[config.mk]
export PLATFORM = sky130hd
export DESIGN_NAME = sram_arbiter
export DESIGN_NICKNAME = d
export VERILOG_FILES = /design/src/rtl/sram_arbiter.sv
export SDC_FILE = /design/constraint.sdc
export NUM_CORES = 1
export LEC_CHECK = 0
export ABC_AREA = 1
export ABC_CLOCK_PERIOD_IN_PS = 5200
export CORE_UTILIZATION = 30
export CTS_CLUSTER_DIAMETER = 40
export DETAILED_ROUTE_END_ITERATION = 10
export PLACE_DENSITY = 0.63
export SYNTH_ARGS = -nofsm -noshare
export SYNTH_HDL_FRONTEND = slang
export SYNTH_SLANG_ARGS = --single-unit
[constraint.sdc]
create_clock -name clk -period 5.2 [get_ports clk]
set_clock_uncertainty 0.1 [all_clocks]
set_input_delay 1.3 -clock clk [delete_from_list [all_inputs] [get_ports clk]]
set_output_delay 1.3 -clock clk [all_outputs]
set_load 0.005 [all_outputs]
[src/rtl/sram_arbiter.sv]
// sram_arbiter: shares the single ram_ctrl read/write/workdone port between
// the VGA frame reader, the camera frame writer and a general-purpose port.
// One access at a time walks IDLE -> ISSUE -> WAIT -> DONE. VGA has priority,
// with a burst limit so cam/gen cannot starve. cam and gen share a
// round-robin pointer. Every access is bounded by a WAIT-cycle timeout.
module sram_arbiter #(
    parameter int VGA_BURST = 4,    // max consecutive VGA grants while others wait (<= 255)
    parameter int TIMEOUT   = 255   // max WAIT cycles before abort, 1..255
) (
    input  logic        clk,
    input  logic        rst,

    input  logic        vga_req,
    input  logic [19:0] vga_addr,
    output logic        vga_ack,
    output logic [31:0] vga_rdata,

    input  logic        cam_req,
    input  logic [19:0] cam_addr,
    input  logic [31:0] cam_wdata,
    output logic        cam_ack,

    input  logic        gen_req,
    input  logic        gen_we,
    input  logic [19:0] gen_addr,
    input  logic [31:0] gen_wdata,
    output logic        gen_ack,
    output logic [31:0] gen_rdata,

    output logic        mem_read,
    output logic        mem_write,
    output logic [19:0] mem_addr,
    output logic [31:0] mem_wdata,
    input  logic        mem_done,
    input  logic [31:0] mem_rdata,

    output logic        busy,
    output logic [1:0]  grant,
    output logic        timeout_err
);

    typedef enum logic [1:0] {
        S_IDLE  = 2'd0,
        S_ISSUE = 2'd1,
        S_WAIT  = 2'd2,
        S_DONE  = 2'd3
    } state_t;

    localparam logic [1:0] G_NONE = 2'd0;
    localparam logic [1:0] G_VGA  = 2'd1;
    localparam logic [1:0] G_CAM  = 2'd2;
    localparam logic [1:0] G_GEN  = 2'd3;

    state_t      r_state;
    state_t      w_next;

    logic [1:0]  r_grant;      // owner of the access in flight
    logic        r_we;         // direction of the access in flight
    logic [19:0] r_addr;
    logic [31:0] r_wdata;
    logic [31:0] r_vga_rdata;
    logic [31:0] r_gen_rdata;
    logic [7:0]  r_streak;     // VGA grants in a row while cam/gen were waiting
    logic        r_rr_gen;     // 0: cam favoured on a cam/gen tie, 1: gen favoured
    logic [7:0]  r_cnt;        // WAIT cycles elapsed, 1 in the first WAIT cycle
    logic        r_tmo_err;

    logic        w_others;
    logic        w_vga_mask;
    logic [1:0]  w_win;
    logic        w_done_ok;
    logic        w_tmo;

    // Arbitration: who would win if the block were IDLE this cycle.
    always_comb begin
        // NOTE: every variable written here gets a default first, so no latch is inferred.
        w_win      = G_NONE;
        w_others   = cam_req | gen_req;
        w_vga_mask = (r_streak == 8'(VGA_BURST)) && w_others;
        if (vga_req && !w_vga_mask) begin
            w_win = G_VGA;
        end else if (cam_req && gen_req) begin
            w_win = r_rr_gen ? G_GEN : G_CAM;
        end else if (cam_req) begin
            w_win = G_CAM;
        end else if (gen_req) begin
            w_win = G_GEN;
        end
    end

    // mem_done is only meaningful in WAIT; it beats a timeout on the same cycle.
    assign w_done_ok = (r_state == S_WAIT) && mem_done;
    assign w_tmo     = (r_state == S_WAIT) && !mem_done && (r_cnt == 8'(TIMEOUT));

    // State register with synchronous reset.
    always_ff @(posedge clk) begin
        // NOTE: sequential state uses non-blocking assignments only.
        if (rst) begin
            r_state <= S_IDLE;
        end else begin
            r_state <= w_next;
        end
    end

    // Next-state decode.
    always_comb begin
        w_next = r_state;
        unique case (r_state)
            S_IDLE:  if (w_win != G_NONE) w_next = S_ISSUE;
            S_ISSUE: w_next = S_WAIT;
            S_WAIT:  if (w_done_ok || w_tmo) w_next = S_DONE;
            S_DONE:  w_next = S_IDLE;
            default: w_next = S_IDLE;
        endcase
    end

    // Access latch, starvation/round-robin bookkeeping, WAIT counter and read capture.
    always_ff @(posedge clk) begin
        if (rst) begin
            r_grant     <= G_NONE;
            r_we        <= 1'b0;
            r_addr      <= '0;
            r_wdata     <= '0;
            r_vga_rdata <= '0;
            r_gen_rdata <= '0;
            r_streak    <= '0;
            r_rr_gen    <= 1'b0;
            r_cnt       <= '0;
            r_tmo_err   <= 1'b0;
        end else begin
            unique case (r_state)
                S_IDLE: begin
                    if (w_win != G_NONE) begin
                        r_grant <= w_win;
                    end
                    unique case (w_win)
                        G_VGA: begin
                            r_we    <= 1'b0;
                            r_addr  <= vga_addr;
                            r_wdata <= '0;
                            if (w_others) r_streak <= r_streak + 8'd1;
                        end
                        G_CAM: begin
                            r_we     <= 1'b1;
                            r_addr   <= cam_addr;
                            r_wdata  <= cam_wdata;
                            r_streak <= '0;
                            r_rr_gen <= 1'b1;
                        end
                        G_GEN: begin
                            r_we     <= gen_we;
                            r_addr   <= gen_addr;
                            r_wdata  <= gen_wdata;
                            r_streak <= '0;
                            r_rr_gen <= 1'b0;
                        end
                        default: ;
                    endcase
                end
                S_ISSUE: r_cnt <= 8'd1;
                S_WAIT: begin
                    r_cnt <= r_cnt + 8'd1;
                    if (w_done_ok) begin
                        if (r_grant == G_VGA)          r_vga_rdata <= mem_rdata;
                        if (r_grant == G_GEN && !r_we) r_gen_rdata <= mem_rdata;
                    end else if (w_tmo) begin
                        r_tmo_err <= 1'b1;
                        if (r_grant == G_VGA)          r_vga_rdata <= '0;
                        if (r_grant == G_GEN && !r_we) r_gen_rdata <= '0;
                    end
                end
                S_DONE: r_grant <= G_NONE;
                default: ;
            endcase
        end
    end

    // Strobes and acks decode straight from registered state.
    assign mem_read    = ((r_state == S_ISSUE) || (r_state == S_WAIT)) && !r_we;
    assign mem_write   = ((r_state == S_ISSUE) || (r_state == S_WAIT)) &&  r_we;
    assign mem_addr    = r_addr;
    assign mem_wdata   = r_wdata;
    assign vga_ack     = (r_state == S_DONE) && (r_grant == G_VGA);
    assign cam_ack     = (r_state == S_DONE) && (r_grant == G_CAM);
    assign gen_ack     = (r_state == S_DONE) && (r_grant == G_GEN);
    assign vga_rdata   = r_vga_rdata;
    assign gen_rdata   = r_gen_rdata;
    assign busy        = (r_state != S_IDLE);
    assign grant       = r_grant;
    assign timeout_err = r_tmo_err;

endmodule

==> metrics.md, run 1 <==
| Metric | Value |
|---|---|
| Outcome | `finished, final reports clean` |
| Post_cts resized | `0` |
| Worst path cell trace | `inv_1 > ha_1 > inv_1 > nor2_1 > clkdlybuf4s50_1` |
| Worst slew margin | `0.3449` |
| R2R cell count | `10` |
| Crit end category | `primary output` |
| Critical path's slowest cell | `clkdlybuf4s50_1` |
| PortBufs | `287` |
| Sw Ratio | `0.3378` |
| Layout overhead on the synthesized area | `55.01%` |
| WL/cell | `between 10 and 15 um` |
| CP required | `roughly 3.8 ns` |
| CP dominant cell by count | `inv_1` |
| P_int | `2.725 mW` |
| DP HPWL | `around 15,000 um` |
| Final net count | `~1.4k` |
| Largest area contributor in the netlist | `dfxtp_1` |
| Synth cell types | `28` |
| RSZ-0062 raised after global routing | `false` |
| Clock buffer depth | `2` |
| Share of the synthesized area in the top cell type | `0.4199` |
| Worst slew pin tran | `slightly below 1 ns` |
| Final setup TNS | `0 ns` |
| Share of post-route cells with drive strength above 1 | `0.04784` |
| Post-synth EDFFs | `0` |
| Type of origin of the critical path | `flip-flop` |
| Beginning of the worst register-to-register path | `r_state[0]$_SDFFE_PP0P_` |
| Leakage | `4.284 nW` |
| Final-report setup violation count | `0` |
| Fin crit share | `0.6705` |
| Fillers | `2,199` |
| CTS Sinks | `between 100 and 150` |
| Hold Buf Count CTS | `0` |
| Boundary Pins | `288` |
| CP max FO | `8` |
| Yosys warnings | `0` |
| CTS clk-pin slew, worst paths | `0.06 ns` |
| Combinational share of power | `0.360` |
| Clock power frac | `0.302` |
| Arr. time, crit path | `2.09 ns` |
| Root Buffer | `clkbuf_16` |
| Die Area | `22,690 sq um` |
| Syn Area/Cell | `6.588 sq um` |
| Post-Synthesis Cells | `1,006` |
| Top cells by area, synth | `dfxtp_1, nand2_1, a21oi_1` |
| Post-synth top flop | `dfxtp_1` |
| Antenna violations before repair | `0` |
| Critical path class | `flip-flop to primary output` |
| Hold EP | `timeout_err$_SDFFE_PP0P_` |
| Starting Density | `0.3046` |
| Max Fclk | `286.8 MHz` |
| Worst path max stage delay | `0.54 ns` |
| PnR Total Power | `~4 mW` |
| Clk Latency, worst-skew pair | `0.42 ns` |
| Die Wd | `150.6 um` |
| Worst Hold Class | `flip-flop to flip-flop` |
| Seq cells post-synth | `approximately 140` |
| H-tree Lvls | `4` |
| Sw power | `1.390 mW` |
| Die Y | `150.6 um` |
| Residual DRC count | `0` |
| Cts bufs inserted | `17` |
| Gpl congestion | `0.7990` |
| End of the worst register-to-register path | `mem_addr[1]$_SDFFE_PP0P_` |
| CTS tree | `yes` |
| Worst R2R Setup Slack | `2.74 ns` |
| Overflow after GRT | `0` |
| Fin util | `0.4722` |
| Vias in the first global route | `6,701` |
| Initial DRC count | `277` |
| Pin count of the biggest net entering global routing | `slightly above 90` |
| Seq pwr share | `0.338` |
| Hold_sp | `timeout_err$_SDFFE_PP0P_` |
| Placeable Area | `21,760 sq um` |
| Synthesized net count | `1,175` |
| Final Hold Fails | `0` |
| Async SR Flop Fraction | `0` |
| Post-synthesis instance area | `6628 sq um` |
| Pwr Density | `400.5 nW/um^2` |
| DR pass1 iterations | `5` |
| Gr usage total | `0.1867` |
| Row Count | `54` |
| Drt total wl | `21,440 um` |
| Max-slew violation count | `0` |
| Synth top cells by count | `nand2_1, dfxtp_1, inv_1, a21oi_1, nand3_1` |
| DR vias | `7,205` |
| Top-count cell post-synth | `nand2_1` |
| Post-CTS Setup Inserts | `0` |
| Antenna Cells | `0` |
| ANT nets after route | `0` |
| Post-synthesis sequential area ratio | `0.4199` |
| Worst vdd rail ir drop | `~0.23 mV` |
| Global-route wire length before repair | `~33,000 um` |
| Tmin final | `3.487 ns` |
| Vias per cell | `4.633` |
| Worst Hold Depth | `2` |
| Maxcap violations | `0` |
[registers in the layout (all words and copies together) (netlist names)]
register / cells
gen_rdata: 32
grant: 2
r_we: 1
r_streak: 8
r_cnt: 8
mem_wdata: 32
r_rr_gen: 1
timeout_err: 1
vga_rdata: 32
mem_addr: 20
r_state: 2
[layout by cell type, fill, tap and decap left out, types with 2 or more instances in the layout]
cell type / instances
nor2_1: 95
nand4_1: 22
inv_8: 3
clkinvlp_4: 3
ha_1: 6
bufinv_16: 2
nand3_1: 104
inv_1: 129
buf_4: 14
nand2_2: 2
nor3_1: 10
inv_2: 4
inv_6: 2
clkinv_4: 3
nor2_4: 3
a21oi_1: 110
nand2_1: 265
clkdlybuf4s50_1: 286
o21ai_0: 41
clkbuf_16: 17
dfxtp_1: 139
[per-stage QoR]
step | area (sq um) | hold slack [ns] | std cells | setup WS [ns]
after detailed placement | 9671 | 0.3483 | 1523 | 1.480
after CTS | 10270 | 0.3579 | 1555 | 1.648
after global placement | 9671 | 0.3360 | 1523 | 1.540
after floorplan | 6628 | 0.3466 | 1006 | 2.805
final | 10270 | 0.3527 | 1555 | 1.713
after global routing | 10270 | 0.3824 | 1555 | 1.549
[critical path: cells and delay by family (launching register included)]
| kind | cells | cell delay [ns] |
|---|---|---|
| buf+inv | 3 | 0.75 |
| fa+ha+maj | 1 | 0.40 |
| simple gates | 1 | 0.15 |
| flops | 1 | 0.37 |
[cells by family after synthesis]
family / synth area share
adders and majority gates: 0.01133
buffers and inverters: 0.1227
AOI/OAI and AO/OA: 0.1216
and+or+nand+nor: 0.3219
xor gates and xnor gates: 0.002643
DFF: 0.4199
[power by group through the flow]
stage          Clock [mW]  Sequential, mW  Combinational [mW]
2_1_floorplan           0            1.41               0.768
3_3_place_gp            0            1.41                1.48
3_5_place_dp            0            1.41                1.49
4_1_cts              1.28            1.39                1.50
5_1_grt              1.33            1.42                1.67
6_report             1.24            1.39                1.48
[routing by layer]
layer,up-vias,track usage,routed length (um)
li1,3689,-,-
met1,3232,0.2208,9173
met2,269,0.3115,9947
met3,15,0.07515,2135
met4,0,0.04950,184
met5,-,0,0
[worst max-delay path by stage]
stage                                 start                        end  slack (ns)
floorplan                           cam_req  mem_addr[18]$_SDFFE_PP0P_        2.80
global placement                    vga_req   mem_addr[2]$_SDFFE_PP0P_        1.54
detailed placement                  cam_req  mem_addr[10]$_SDFFE_PP0P_        1.48
CTS                 r_state[1]$_SDFFE_PP0P_                   mem_read        1.65
global route        r_state[1]$_SDFFE_PP0P_                   mem_read        1.55
finish              r_state[1]$_SDFFE_PP0P_                   mem_read        1.71
[final cells by class]
type                       instances  area [sq um]  area share
clock inverter                    13         160.2     0.01559
multi-input combinational        670          3050      0.2969
timing repair buffer             301          2988      0.2908
clock buffer                      19         442.9     0.04311
tap                              280         350.3     0.03410
inverter                         133         499.2     0.04859
sequential                       139          2783      0.2709
No activity file was read; power rests on OpenSTA's default activity.
==> inputs of run 2 (changes only) <==
- ABC_CLOCK_PERIOD_IN_PS: 5200 -> 3000
- PLACE_DENSITY: 0.63 -> 0.66
- clock period: 5.2 -> 3 ns (I/O delays scaled with it)
==> metrics.md, run 2 (synthesized netlist as in run 1, its figures left out) <==
| Metric | Value |
|---|---|
| Root Buffer | `clkbuf_16` |
| DR pass1 iterations | `5` |
| Sw Ratio | `0.3350` |
| Max-slew violation count | `0` |
| Place WS | `0.4169 ns` |
| CP dominant cell by count | `inv_1` |
| Most common cell after layout, fill and taps aside | `clkdlybuf4s50_1` |
| Antenna Cells | `0` |
| Die Wd | `~150 um` |
| PortBufs | `between 200 and 300` |
| Worst slew margin | `0.5564` |
| Final-report setup violation count | `0` |
| CP required | `2.15 ns` |
| Critical path class | `flip-flop to primary output` |
| Outcome | `finished, final reports clean` |
| Critical path's slowest cell | `clkdlybuf4s50_1` |
| Final Hold Fails | `0` |
| Residual DRC count | `0` |
| Placeable Area | `between 20,000 and 25,000 sq um` |
| Initial DRC count | `roughly 310` |
| Die Y | `150.6 um` |
| Cts bufs inserted | `17` |
| CTS Sinks | `139` |
| Clock power frac | `0.290` |
| Overflow after GRT | `0` |
| RSZ-0062 raised after global routing | `false` |
| # placed instances | `1,527` |
| Gpl congestion | `0.8155` |
| Type of origin of the critical path | `flip-flop` |
| Worst Hold Class | `flip-flop to flip-flop` |
| Final setup TNS | `0 ns` |
| Tmin final | `approximately 2.8 ns` |
| Max Fclk | `352.8 MHz` |
| Clock buffer depth | `2` |
| Fin crit share | `0.9448` |
| Arr. time, crit path | `1.98 ns` |
| Worst path cell trace | `inv_1 > ha_2 > inv_1 > nor2_2 > clkdlybuf4s50_1` |
| Layout overhead on the synthesized area | `55.50%` |
| Row Count | `54` |
| P_int | `4.724 mW` |
| Pin count of the biggest net entering global routing | `75` |
| Global-route wire length before repair | `32,690 um` |
| Share of post-route cells with drive strength above 1 | `0.05238` |
| Final net count | `1,435` |
| WL/cell | `13.57 um` |
| Antenna violations before repair | `0` |
| Crit end category | `primary output` |
| CTS clk-pin slew, worst paths | `0.06 ns` |
| H-tree Lvls | `4` |
| Fin cells | `1,559` |
| CP max FO | `8` |
| Gr usage total | `0.1849` |
| Pwr Density | `689.2 nW/um^2` |
| Worst vdd rail ir drop | `0.3976 mV` |
| Vias per cell | `about 4.6` |
| Seq pwr share | `0.340` |
| CTS tree | `yes` |
| Worst path max stage delay | `0.51 ns` |
| Die Area | `22,690 sq um` |
| Worst slew pin tran | `0.6585 ns` |
| DR vias | `about 7k` |
| Most frequent cells in the layout | `clkdlybuf4s50_1, nand2_1, dfxtp_1, inv_1, a21oi_1` |
| Sw power | `2.379 mW` |
| Combinational share of power | `0.371` |
| Drt total wl | `21,150 um` |
| ANT nets after route | `0` |
| Maxcap violations | `0` |
| Starting Density | `0.3046` |
| Vias in the first global route | `roughly 6.5k` |
| Boundary Pins | `288` |
| Leakage | `roughly 4.3 nW` |
| DP HPWL | `around 15,000 um` |
| Final worst slack | `0.1655 ns` |
| Clk Latency, worst-skew pair | `0.41 ns` |
-- run 2: changes by cell type in the layout (fill, tap and decap cells not counted) --
| cell | previous run | this run |
|---|---|---|
| ha_2 | 0 | 1 |
| clkinvlp_4 | 3 | 6 |
| nor2_2 | 1 | 2 |
| inv_8 | 3 | 0 |
| ha_1 | 6 | 5 |
| buf_4 | 14 | 16 |
| clkinv_2 | 0 | 3 |
| nor2_1 | 95 | 94 |
| buf_12 | 1 | 3 |
| clkbuf_8 | 1 | 0 |
| clkinv_4 | 3 | 1 |
-- run 2: worst paths after layout --
path,start,endpoint,slack [ns],depth (start not counted)
worst max-delay path,r_state[0]$_SDFFE_PP0P_,mem_read,0.17,5
worst min-delay path,timeout_err$_SDFFE_PP0P_,timeout_err$_SDFFE_PP0P_,0.35,2
worst max register to register,r_state[0]$_SDFFE_PP0P_,r_cnt[6]$_SDFFE_PP0N_,1.02,7
worst min register to register,timeout_err$_SDFFE_PP0P_,timeout_err$_SDFFE_PP0P_,0.35,2
-- run 2: through the flow --
stage                     utilization  instance area (sq um)  power (mW)  hold WS, ns
final                          0.4737                  10310       7.103       0.3497
after global routing           0.4737                  10310       7.611       0.3739
after CTS                      0.4735                  10300       7.193       0.3496
after detailed placement       0.4470                   9726       5.083       0.3406
after global placement         0.4470                   9726       5.062       0.3376
after floorplan                     -                   6628       3.774       0.3466
-- run 2: what timing repair did --
action                     4_1_cts  5_1_grt
setup endpoints to repair        0        1
setup buffers                    0        0
hold buffers                     0        0
gates resized for setup          0        2
-- run 2: cell type report --
class	count	area [sq um]
clock buffer	18	429.2
clock inverter	14	146.4
fill	2186	11450
inverter	133	499.2
multi-input combinational	670	3055
sequential	139	2783
tap	280	350.3
timing repair buffer	305	3043
-- run 2: critical path: cells and delay by family, from the launching register on --
family,cells,cell delay [ns]
adder cells (fa/ha/maj),1,0.38
buffers and inverters,3,0.71
flip-flops,1,0.34
AND/OR/NAND/NOR,1,0.14
-- run 2: power groups by stage --
stage,registers [mW],logic (mW),clock network (mW)
2_1_floorplan,2.44,1.33,0
3_3_place_gp,2.44,2.62,0
3_5_place_dp,2.44,2.64,0
4_1_cts,2.42,2.65,2.12
5_1_grt,2.46,2.95,2.21
6_report,2.41,2.63,2.06
-- run 2: layer usage --
metal,up-vias,global-route usage,share of wire
met4,0,0.06000,0.013
met3,18,0.05727,0.094
met2,258,0.3115,0.46
met5,-,0,0
li1,3694,-,-
met1,3199,0.2227,0.43
==> inputs of run 3 (changes only) <==
- SLEW_MARGIN: not set -> 40
==> results of run 3 <==
Final layout, timing and power as in run 2 (identical DEF).
